### config.mk
export PLATFORM = sky130hd
export DESIGN_NAME = mem_access
export DESIGN_NICKNAME = d
export VERILOG_FILES = /design/src/rtl/mem_access.sv
export SDC_FILE = /design/constraint.sdc
export NUM_CORES = 1
export LEC_CHECK = 0
export ABC_AREA = 1
export CORE_ASPECT_RATIO = 0.75
export CORE_MARGIN = 5
export CORE_UTILIZATION = 38
export DETAILED_ROUTE_END_ITERATION = 12
export HOLD_SLACK_MARGIN = 0.12
export PLACE_DENSITY = 0.7
export SLEW_MARGIN = 20
export SYNTH_ARGS = -nofsm -noshare
export SYNTH_HDL_FRONTEND = slang
export SYNTH_SLANG_ARGS = --single-unit
### constraint.sdc
create_clock -name clk -period 1.4 [get_ports clk]
set_input_delay 0.14 -clock clk [delete_from_list [all_inputs] [get_ports clk]]
set_output_delay 0.14 -clock clk [all_outputs]
set_load 0.01 [all_outputs]
### src/rtl/mem_access.sv
// mem_access: memory-access stage of the Pillar pipeline.
// Takes one instruction at a time from execute, performs data-memory loads and
// stores over a req/ack port, and hands ir/pc/alu result/load result to
// write-back together with a one-cycle completion strobe.
// Optional feature: define MEM_TIMEOUT_EN to add an ack watchdog of
// TIMEOUT_CYCLES cycles on the memory request.
module mem_access #(
    parameter int unsigned TIMEOUT_CYCLES = 16
) (
    input  logic        clk,
    input  logic        reset,
    input  logic        valid_i,
    output logic        ready_o,
    input  logic [31:0] ir_i,
    input  logic [31:0] pc_i,
    input  logic [31:0] alu_i,
    input  logic [31:0] rs2_i,
    output logic        dmem_req_o,
    output logic        dmem_we_o,
    output logic [31:0] dmem_addr_o,
    output logic [31:0] dmem_wdata_o,
    output logic [3:0]  dmem_be_o,
    input  logic [31:0] dmem_rdata_i,
    input  logic        dmem_ack_i,
    output logic [31:0] ir_o,
    output logic [31:0] pc_o,
    output logic [31:0] wd_o,
    output logic [31:0] mem_o,
    output logic        wd_q_readin_o,
    output logic        err_o
);

    // Only load and store opcodes change the flow; R/I types (0110011,
    // 0010011) and anything unrecognised simply pass through to write-back.
    localparam logic [6:0] DECODE_L_TYPE = 7'b0000011;
    localparam logic [6:0] DECODE_S_TYPE = 7'b0100011;

    typedef enum logic [1:0] {
        S_IDLE = 2'd0,
        S_REQ  = 2'd1,
        S_DONE = 2'd2
    } state_t;

    state_t state_q, state_d;

    // Instruction captured at accept time
    logic [31:0] ir_q, ir_d;
    logic [31:0] pc_q, pc_d;
    logic [31:0] alu_q, alu_d;
    logic [31:0] rs2_q, rs2_d;

    // Write-back facing registers
    logic [31:0] ir_out_q, ir_out_d;
    logic [31:0] pc_out_q, pc_out_d;
    logic [31:0] wd_out_q, wd_out_d;
    logic [31:0] mem_out_q, mem_out_d;
    logic        strobe_q, strobe_d;
    logic        err_q, err_d;

    logic        go_done;

`ifdef MEM_TIMEOUT_EN
    localparam int CNT_W = (TIMEOUT_CYCLES > 1) ? $clog2(TIMEOUT_CYCLES) : 1;
    logic [CNT_W-1:0] cnt_q, cnt_d;
`endif

    // Misalignment: byte accesses never; halfwords need off[0]=0; words
    // (including unknown funct3) need off=0. Store funct3 100/101 are unknown.
    function automatic logic is_misaligned(input logic [2:0] f3, input logic is_load,
                                           input logic [1:0] off);
        case (f3)
            3'b000:  return 1'b0;
            3'b100:  return is_load ? 1'b0 : (off != 2'b00);
            3'b001:  return off[0];
            3'b101:  return is_load ? off[0] : (off != 2'b00);
            default: return off != 2'b00;
        endcase
    endfunction

    function automatic logic [3:0] store_be(input logic [2:0] f3, input logic [1:0] off);
        case (f3)
            3'b000:  return 4'b0001 << off;
            3'b001:  return 4'b0011 << off;
            default: return 4'b1111;
        endcase
    endfunction

    function automatic logic [31:0] store_wdata(input logic [2:0] f3, input logic [31:0] rs2);
        case (f3)
            3'b000:  return {4{rs2[7:0]}};
            3'b001:  return {2{rs2[15:0]}};
            default: return rs2;
        endcase
    endfunction

    function automatic logic [31:0] load_extract(input logic [2:0] f3, input logic [1:0] off,
                                                 input logic [31:0] rdata);
        logic [7:0]  b;
        logic [15:0] h;
        case (off)
            2'd0:    b = rdata[7:0];
            2'd1:    b = rdata[15:8];
            2'd2:    b = rdata[23:16];
            default: b = rdata[31:24];
        endcase
        h = off[1] ? rdata[31:16] : rdata[15:0];
        case (f3)
            3'b000:  return {{24{b[7]}}, b};
            3'b100:  return {24'h0, b};
            3'b001:  return {{16{h[15]}}, h};
            3'b101:  return {16'h0, h};
            default: return rdata;
        endcase
    endfunction

    // Decode of the incoming instruction (used only in IDLE) and of the held one
    logic in_is_ld, in_is_st, in_is_ls, in_mis;
    logic q_is_ld, q_is_st;

    assign in_is_ld = (ir_i[6:0] == DECODE_L_TYPE);
    assign in_is_st = (ir_i[6:0] == DECODE_S_TYPE);
    assign in_is_ls = in_is_ld | in_is_st;
    assign in_mis   = in_is_ls & is_misaligned(ir_i[14:12], in_is_ld, alu_i[1:0]);
    assign q_is_ld  = (ir_q[6:0] == DECODE_L_TYPE);
    assign q_is_st  = (ir_q[6:0] == DECODE_S_TYPE);

    // Memory port: driven from held registers only while requesting, so the
    // fields stay stable for the whole request and read 0 otherwise.
    logic in_req;
    assign in_req       = (state_q == S_REQ);
    assign dmem_req_o   = in_req;
    assign dmem_we_o    = in_req & q_is_st;
    assign dmem_addr_o  = in_req ? {alu_q[31:2], 2'b00} : 32'h0;
    assign dmem_be_o    = in_req ? store_be(ir_q[14:12], alu_q[1:0]) : 4'b0000;
    assign dmem_wdata_o = (in_req & q_is_st) ? store_wdata(ir_q[14:12], rs2_q) : 32'h0;

    assign ir_o          = ir_out_q;
    assign pc_o          = pc_out_q;
    assign wd_o          = wd_out_q;
    assign mem_o         = mem_out_q;
    assign wd_q_readin_o = strobe_q;
    assign err_o         = err_q;

    // Next-state and datapath update for the IDLE/REQ/DONE sequence
    always_comb begin
        state_d   = state_q;
        ir_d      = ir_q;
        pc_d      = pc_q;
        alu_d     = alu_q;
        rs2_d     = rs2_q;
        ir_out_d  = ir_out_q;
        pc_out_d  = pc_out_q;
        wd_out_d  = wd_out_q;
        mem_out_d = mem_out_q;
        strobe_d  = 1'b0;
        err_d     = err_q;
        go_done   = 1'b0;
        ready_o   = 1'b0;
`ifdef MEM_TIMEOUT_EN
        cnt_d     = cnt_q;
`endif
        case (state_q)
            S_IDLE: begin
                ready_o = 1'b1;
                if (valid_i) begin
                    ir_d  = ir_i;
                    pc_d  = pc_i;
                    alu_d = alu_i;
                    rs2_d = rs2_i;
`ifdef MEM_TIMEOUT_EN
                    cnt_d = '0;
`endif
                    if (in_is_ls && !in_mis) begin
                        state_d = S_REQ;
                    end else begin
                        state_d = S_DONE;
                        go_done = 1'b1;
                        // Misaligned L/S: no request, flag it, clear the load result
                        if (in_is_ls) begin
                            err_d     = 1'b1;
                            mem_out_d = 32'h0;
                        end
                    end
                end
            end
            S_REQ: begin
                if (dmem_ack_i) begin
                    state_d = S_DONE;
                    go_done = 1'b1;
                    if (q_is_ld) begin
                        mem_out_d = load_extract(ir_q[14:12], alu_q[1:0], dmem_rdata_i);
                    end
`ifdef MEM_TIMEOUT_EN
                // An ack arriving in the expiry cycle takes priority (branch above)
                end else if (cnt_q == CNT_W'(TIMEOUT_CYCLES - 1)) begin
                    state_d   = S_DONE;
                    go_done   = 1'b1;
                    err_d     = 1'b1;
                    mem_out_d = 32'h0;
                end else begin
                    cnt_d = cnt_q + 1'b1;
`endif
                end
            end
            S_DONE: begin
                state_d = S_IDLE;
            end
            default: begin
                state_d = S_IDLE;
            end
        endcase

        // Entering DONE publishes the instruction to write-back with the strobe
        if (go_done) begin
            strobe_d = 1'b1;
            ir_out_d = ir_d;
            pc_out_d = pc_d;
            wd_out_d = alu_d;
        end
    end

    // State and datapath registers with asynchronous active-low reset
    always_ff @(posedge clk or negedge reset) begin
        if (!reset) begin
            state_q   <= S_IDLE;
            ir_q      <= 32'h0;
            pc_q      <= 32'h0;
            alu_q     <= 32'h0;
            rs2_q     <= 32'h0;
            ir_out_q  <= 32'h0;
            pc_out_q  <= 32'h0;
            wd_out_q  <= 32'h0;
            mem_out_q <= 32'h0;
            strobe_q  <= 1'b0;
            err_q     <= 1'b0;
        end else begin
            state_q   <= state_d;
            ir_q      <= ir_d;
            pc_q      <= pc_d;
            alu_q     <= alu_d;
            rs2_q     <= rs2_d;
            ir_out_q  <= ir_out_d;
            pc_out_q  <= pc_out_d;
            wd_out_q  <= wd_out_d;
            mem_out_q <= mem_out_d;
            strobe_q  <= strobe_d;
            err_q     <= err_d;
        end
    end

`ifdef MEM_TIMEOUT_EN
    // Watchdog counter for the outstanding request
    always_ff @(posedge clk or negedge reset) begin
        if (!reset) begin
            cnt_q <= '0;
        end else begin
            cnt_q <= cnt_d;
        end
    end
`endif

endmodule

Yosys cells after proc, flatten, opt, wreduce, memory -nomap -nowiden:

Cells that the tools add are included.

* flip-flop bits (word level): 260
* latch bits: 0
* memory bits (writable): 0
* ROM bits: 0
* bits of input ports: 164
* output and inout bits: 201
* word-level logic and storage cells: 80
* memories: 0

* $add $sub $neg: 0
* multiply operators: 0
* div/mod/pow operators: 0
* magnitude comparators: 0
* equality and inequality tests: 18
* shifts and indexed selects: 2
* muxes and demuxes: 33
* bitwise logic cells: 4
* reductions and logical operators: 12

Operators by type and width (number)
* 2-to-1 mux 32 bit: 13
* case mux 32 bit (2 select lines): 2
* case mux 32 bit (4 select lines): 1
* case mux 8 bit (3 select lines): 1
* 2-to-1 mux 16 bit: 1
* == test 7 x 2 -> 1 bit (second input constant): 2
* == test 7 x 6 -> 1 bit (second input constant): 2
* == test 3 bit (second input constant): 4
* inequality test 2 bit (second input constant): 5
* case mux 4 bit (2 select lines): 1
* 2-to-1 mux 1 bit: 7
* == test 3 x 1 -> 1 bit (second input constant): 2
* logical NOT 3 bit: 2
* 2-to-1 mux 2 bit: 3
* AND reduction 6 bit: 1
* == test 2 x 1 -> 1 bit (second input constant): 2
* logical NOT 2 bit: 2
* 2-to-1 mux 4 bit: 1
* case mux 1 bit (4 select lines): 1
* case mux 2 bit (2 select lines): 1
* AND reduction 2 bit: 2
* AND reduction 4 bit: 1
* nonzero test 2 bit: 2
* left shift 1 x 2 -> 4 bit (first input constant): 1
* 8 further kinds: 9

Depth between registers and ports, before layout:

* depth after elaboration: 10
* mapped depth: 13
* depth with buffers taken out: 12

Worst setup path after synthesis:

OpenSTA, ideal clock, no wires.

* path kind: register to output
* start: register state_q[0]
* end: output dmem_wdata_o[16]
* arrival time: 1513 ps
* data required time: 1260 ps
* setup slack: -253 ps
* stages on the path, launching flop included: 8
* path buffers: 1
* cells stage by stage: dfrtp_1 inv_1 nor2_4 inv_2 nor4_4 inv_2 buf_6 nor2_1

* longest elaborated chain between the ends: 3

RTL lines
* from (decl): RTL line 44 `state_t state_q, state_d;`
* from (signal assigned): RTL line 237 `state_q <= state_d;`
* == test 2 x 1 -> 1 bit: RTL line 130 `assign in_req = (state_q == S_REQ);`
* bitwise AND 1 bit
* net dmem_we_o: RTL line 19 `output logic dmem_we_o,`
* 2-to-1 mux 32 bit: RTL line 135 `assign dmem_wdata_o = (in_req & q_is_st) ? store_wdata(ir_q[14:12], rs2_q) : 32'h0;`
* to (decl): RTL line 21 `output logic [31:0] dmem_wdata_o,`

The timed path passes the listed nets, and every way through them passes these cells.

Worst setup path in the final report:

* start: register ir_q[2]
* end: output dmem_wdata_o[19]

* longest elaborated chain between the ends: 3

RTL lines
* from (decl): RTL line 47 `logic [31:0] ir_q, ir_d;`
* from (signal assigned): RTL line 238 `ir_q <= ir_d;`
* == test 7 x 6 -> 1 bit: RTL line 125 `assign q_is_st = (ir_q[6:0] == DECODE_S_TYPE);`
* bitwise AND 1 bit: RTL line 135
* 2-to-1 mux 32 bit: RTL line 135

No other way between the ends.

==> summary.md <==
| Metric | Value |
|---|---|
| P_sw | `7.807 mW` |
| Area Growth Syn to Fin | `81.41%` |
| Critical Path AT | `approximately 2.1 ns` |
| Syn Std Cell Area | `about 12000 sq um` |
| Clk network pwr share | `30.6%` |
| Synth cell types | `31` |
| Switch share | `a little under a third` |
| Unrepaired setup endpoints after global routing | `yes` |
| H-tree level count | `1` |
| Final wirelength | `48110 microns` |
| Vias in the first global route | `11205` |
| WP data required | `1.26 ns` |
| Vias/cell | `approximately 5.0` |
| GRT Total Usage | `roughly 23%` |
| Worst Slack Setup Final | `-0.8435 ns` |
| Commonest non-fill, non-tap cells in the layout | `clkdlybuf4s50_1 (273), dfrtp_1 (259), nand2_1 (247), inv_1 (205), buf_4 (106)` |
| Internal power | `17.12 mW` |
| Logic gate share of total power | `31.0%` |
| Yosys warnings | `0` |
| Finished Cell Area | `20880 sq um` |
| Fin Hold WS | `between 0.1 and 0.15 ns` |
| Buf/Inv on CP | `5` |
| Main combinational cell family by area after synthesis | `simple AND/OR/NAND/NOR gates` |
| Chip height | `160.7 microns` |
| CP max-delay cell | `dfrtp_1` |
| Post-synthesis sequential area ratio | `56.52%` |
| Clock transition at path regs | `roughly 0.06 ns` |
| Clock root cell | `clkbuf_16` |
| FP Rows | `between 50 and 60` |
| Compound-cell area share of the yosys netlist | `13.71%` |
| Final Critical Period | `2.244 ns` |
| Static Leak | `a little under 10 nW` |
| Die width | `about 210 microns` |
| HP Class | `in2reg` |
| Simple-gate portion of the synthesized area | `between 10% and 20%` |
| Met2 Track Usage GR | `between 30% and 40%` |
| Register bit count reported by yosys | `260` |
| Post-detail-place hpwl | `around 28000 microns` |
| CP startpoint kind | `register` |
| Post-Synthesis Cells | `approximately 1400` |
| Crit path cell chain | `inv_2 -> nand2_2 -> nor2_4 -> nand2_2 -> nor4_4 -> buf_6 -> buf_12 -> inv_6 -> nor2_2 -> buf_2` |
| Post-route ant nets | `0` |
| Number of I/O pins | `365` |
| Port bufs | `approximately 360` |
| Most common cell on crit path | `nand2_2` |
| Worst skew pair latency | `~0.55 ns` |
| DR vias | `roughly 12000` |
| XOR/XNOR share of the synthesized area | `0%` |
| CP endpoint kind | `output port` |
| DRC | `0` |
| CP peak stage delay | `approximately 0.37 ns` |
| Synthesized area per cell | `roughly 8.3 sq um` |
| Commonest non-fill, non-tap cell in the layout | `clkdlybuf4s50_1` |
| Initial antenna violation count | `5` |
| Post-DP Area | `approximately 17000 sq um` |
| Global Route met3 Usage | `5.311%` |
| Max VDD drop | `about 0.85 mV` |
| First-pass GRT wire length | `roughly 63000 microns` |
| Die Area | `33910 sq um` |
| Post-synthesis mux area share | `0%` |
| Final setup fails | `around 440` |
| Crit Path Max Fanout | `16` |
| M1 GR Usage | `33.09%` |
| Initial core utilization | `a little under two fifths` |
| Clock buffer depth | `3` |
| Max Cap Viol | `0` |
| Achievable Freq | `between 400 and 500 MHz` |
| Status | `finished with violations` |
| Seq pwr share | `roughly two fifths` |
| Worst Skew | `0.01358 ns` |
| Iteration-0 DRC count of the detailed router | `around 830` |
| CP delay by family, top | `buffers and inverters` |
| NumNets Final | `2095` |
| Adder-cell area share of the yosys netlist | `0%` |
| Fin. max-slew vios | `0` |
| Critical path type | `reg2out` |
| Routability Congestion | `0.9623` |
| Power Density | `roughly 1200 nW/um^2` |
| Global routing's busiest layer | `met2` |
| Final Cycle Share | `160.3%` |
| TritonRoute pass-1 iters | `5` |
| Violations in the final reports | `negative setup slack` |
| Final hold vios | `0` |
| Share of post-route cells with drive strength above 1 | `36.00%` |
| WL/cell | `around 20 microns` |
| Core ar. | `between 30000 and 40000 sq um` |
| Setup WS pre-CTS | `-0.7812 ns` |
| CTS tree | `done` |
| Largest net degree at the start of global routing | `49` |
| Total gr overflow | `0` |
| Tot Pwr | `around 25 mW` |
| CTS Sinks | `260` |
| TritonCTS buffer count | `28` |
==> worst reg2reg max path, delay by kind of cell, from the launching register on <==
| family | cells | cell delay (ns) |
|---|---|---|
| AND/OR/NAND/NOR | 7 | 0.59 |
| buffers and inverters | 11 | 0.96 |
| AO/OA/AOI/OAI | 1 | 0.07 |
| flip-flops | 1 | 0.37 |
==> cell families (layout without fill, tap and decap cells) <==
group,Yosys count,after routing
AND/OR/NAND/NOR,529,534
AO/OA/AOI/OAI,307,307
buffers and inverters,296,850
flip-flops,260,260
other,1,7
==> state kept, by name, summed over array words and instances (netlist names) <==
signal,cells
alu_q,32
ir_q,32
err_o,1
pc_o,32
wd_o,32
ir_o,32
rs2_q,32
mem_o,32
pc_q,32
wd_q_readin_o,1
state_q,2
==> timing repair <==
action                                  in CTS  in global routing
endpoints found under the setup margin     452                449
gates cloned                                 9                 45
pin swaps                                   29                 43
hold endpoints to repair                   261                  0
buffers inserted                            35                 21
resized for setup                          447                416
hold buffers                                 3                  0
==> cell usage after synthesis <==
| master | number | share of area (%) |
|---|---|---|
| dfrtp_1 | 260 | 57 |
| or2_0 | 1 | 0.054 |
| buf_4 | 6 | 0.39 |
| and2_1 | 3 | 0.16 |
| nand2_2 | 3 | 0.16 |
| nor2_2 | 2 | 0.11 |
| buf_2 | 30 | 1.3 |
| inv_1 | 215 | 7.0 |
| a21boi_0 | 2 | 0.13 |
| nand2_1 | 322 | 11 |
| o21a_1 | 3 | 0.20 |
| clkbuf_2 | 1 | 0.043 |
| o22ai_1 | 9 | 0.49 |
| o211ai_1 | 6 | 0.39 |
| o21ai_1 | 9 | 0.39 |
| buf_6 | 1 | 0.098 |
| nor2_4 | 2 | 0.20 |
| a21oi_1 | 42 | 1.8 |
| o21ai_0 | 235 | 10 |
| or2_2 | 56 | 3.0 |
| nor4_4 | 1 | 0.18 |
| nand3_1 | 30 | 1.3 |
| inv_2 | 3 | 0.098 |
| nor3_2 | 1 | 0.087 |
| nor2_1 | 105 | 3.4 |
| clkbuf_1 | 39 | 1.3 |
| conb_1 | 1 | 0.033 |
| buf_1 | 1 | 0.033 |
| o21bai_1 | 1 | 0.065 |
| nor3_1 | 2 | 0.087 |
| nand3b_4 | 1 | 0.17 |
==> metal layers <==
metal | up-vias | wire length (microns)
met5 | - | 0
met1 | 5806 | 20890
met2 | 501 | 21880
li1 | 5434 | -
met4 | 0 | 1465
met3 | 101 | 3873
==> through the flow <==
step,setup TNS [ns],utilization (%),std cells
final,-141.65,69.60,2357
after detailed placement,-120.17,55.70,2203
after CTS,-120.45,61.10,2299
after floorplan,-10.67,-,1394
after global placement,-115.65,55.70,2203
after global routing,-172.60,69.60,2357
==> power by group through the flow <==
stage / sequential, mW / clock (mW) / combinational [mW]
finish: 9.58 / 7.63 / 7.72
detailed placement: 9.50 / 0 / 5.81
global route: 9.70 / 8.04 / 8.30
floorplan: 9.70 / 0 / 2.28
CTS: 9.39 / 7.69 / 6.26
global placement: 9.46 / 0 / 5.74
==> path summary, 6_finish.rpt <==
| kind | start | end | slack, ns | depth (start not counted) |
|---|---|---|---|---|
| min reg2reg | err_o$_DFFE_PN0P_ | err_o$_DFFE_PN0P_ | 0.48 | 1 |
| min in group asynchronous | reset | alu_q[18]$_DFF_PN0_ | 0.64 | 3 |
| min | rs2_i[21] | rs2_q[21]$_DFFE_PN0P_ | 0.14 | 3 |
| max reg2reg | ir_q[2]$_DFF_PN0_ | mem_o[26]$_DFFE_PN0P_ | -0.70 | 19 |
| max | ir_q[2]$_DFF_PN0_ | dmem_wdata_o[19] | -0.84 | 10 |
| max in group asynchronous | reset | rs2_q[8]$_DFFE_PN0P_ | 0.15 | 4 |
==> cell type report <==
cell class / count / area, sq um
Tap cell: 399 / 499.2
Timing Repair Buffer: 580 / 6432
Clock inverter: 10 / 87.58
Fill cell: 2236 / 9121
Inverter: 218 / 844.6
Multi-Input combinational cell: 843 / 5634
Clock buffer: 42 / 864.6
Antenna cell: 5 / 12.51
Sequential cell: 260 / 6507
Power figures use the tool's default switching activity.
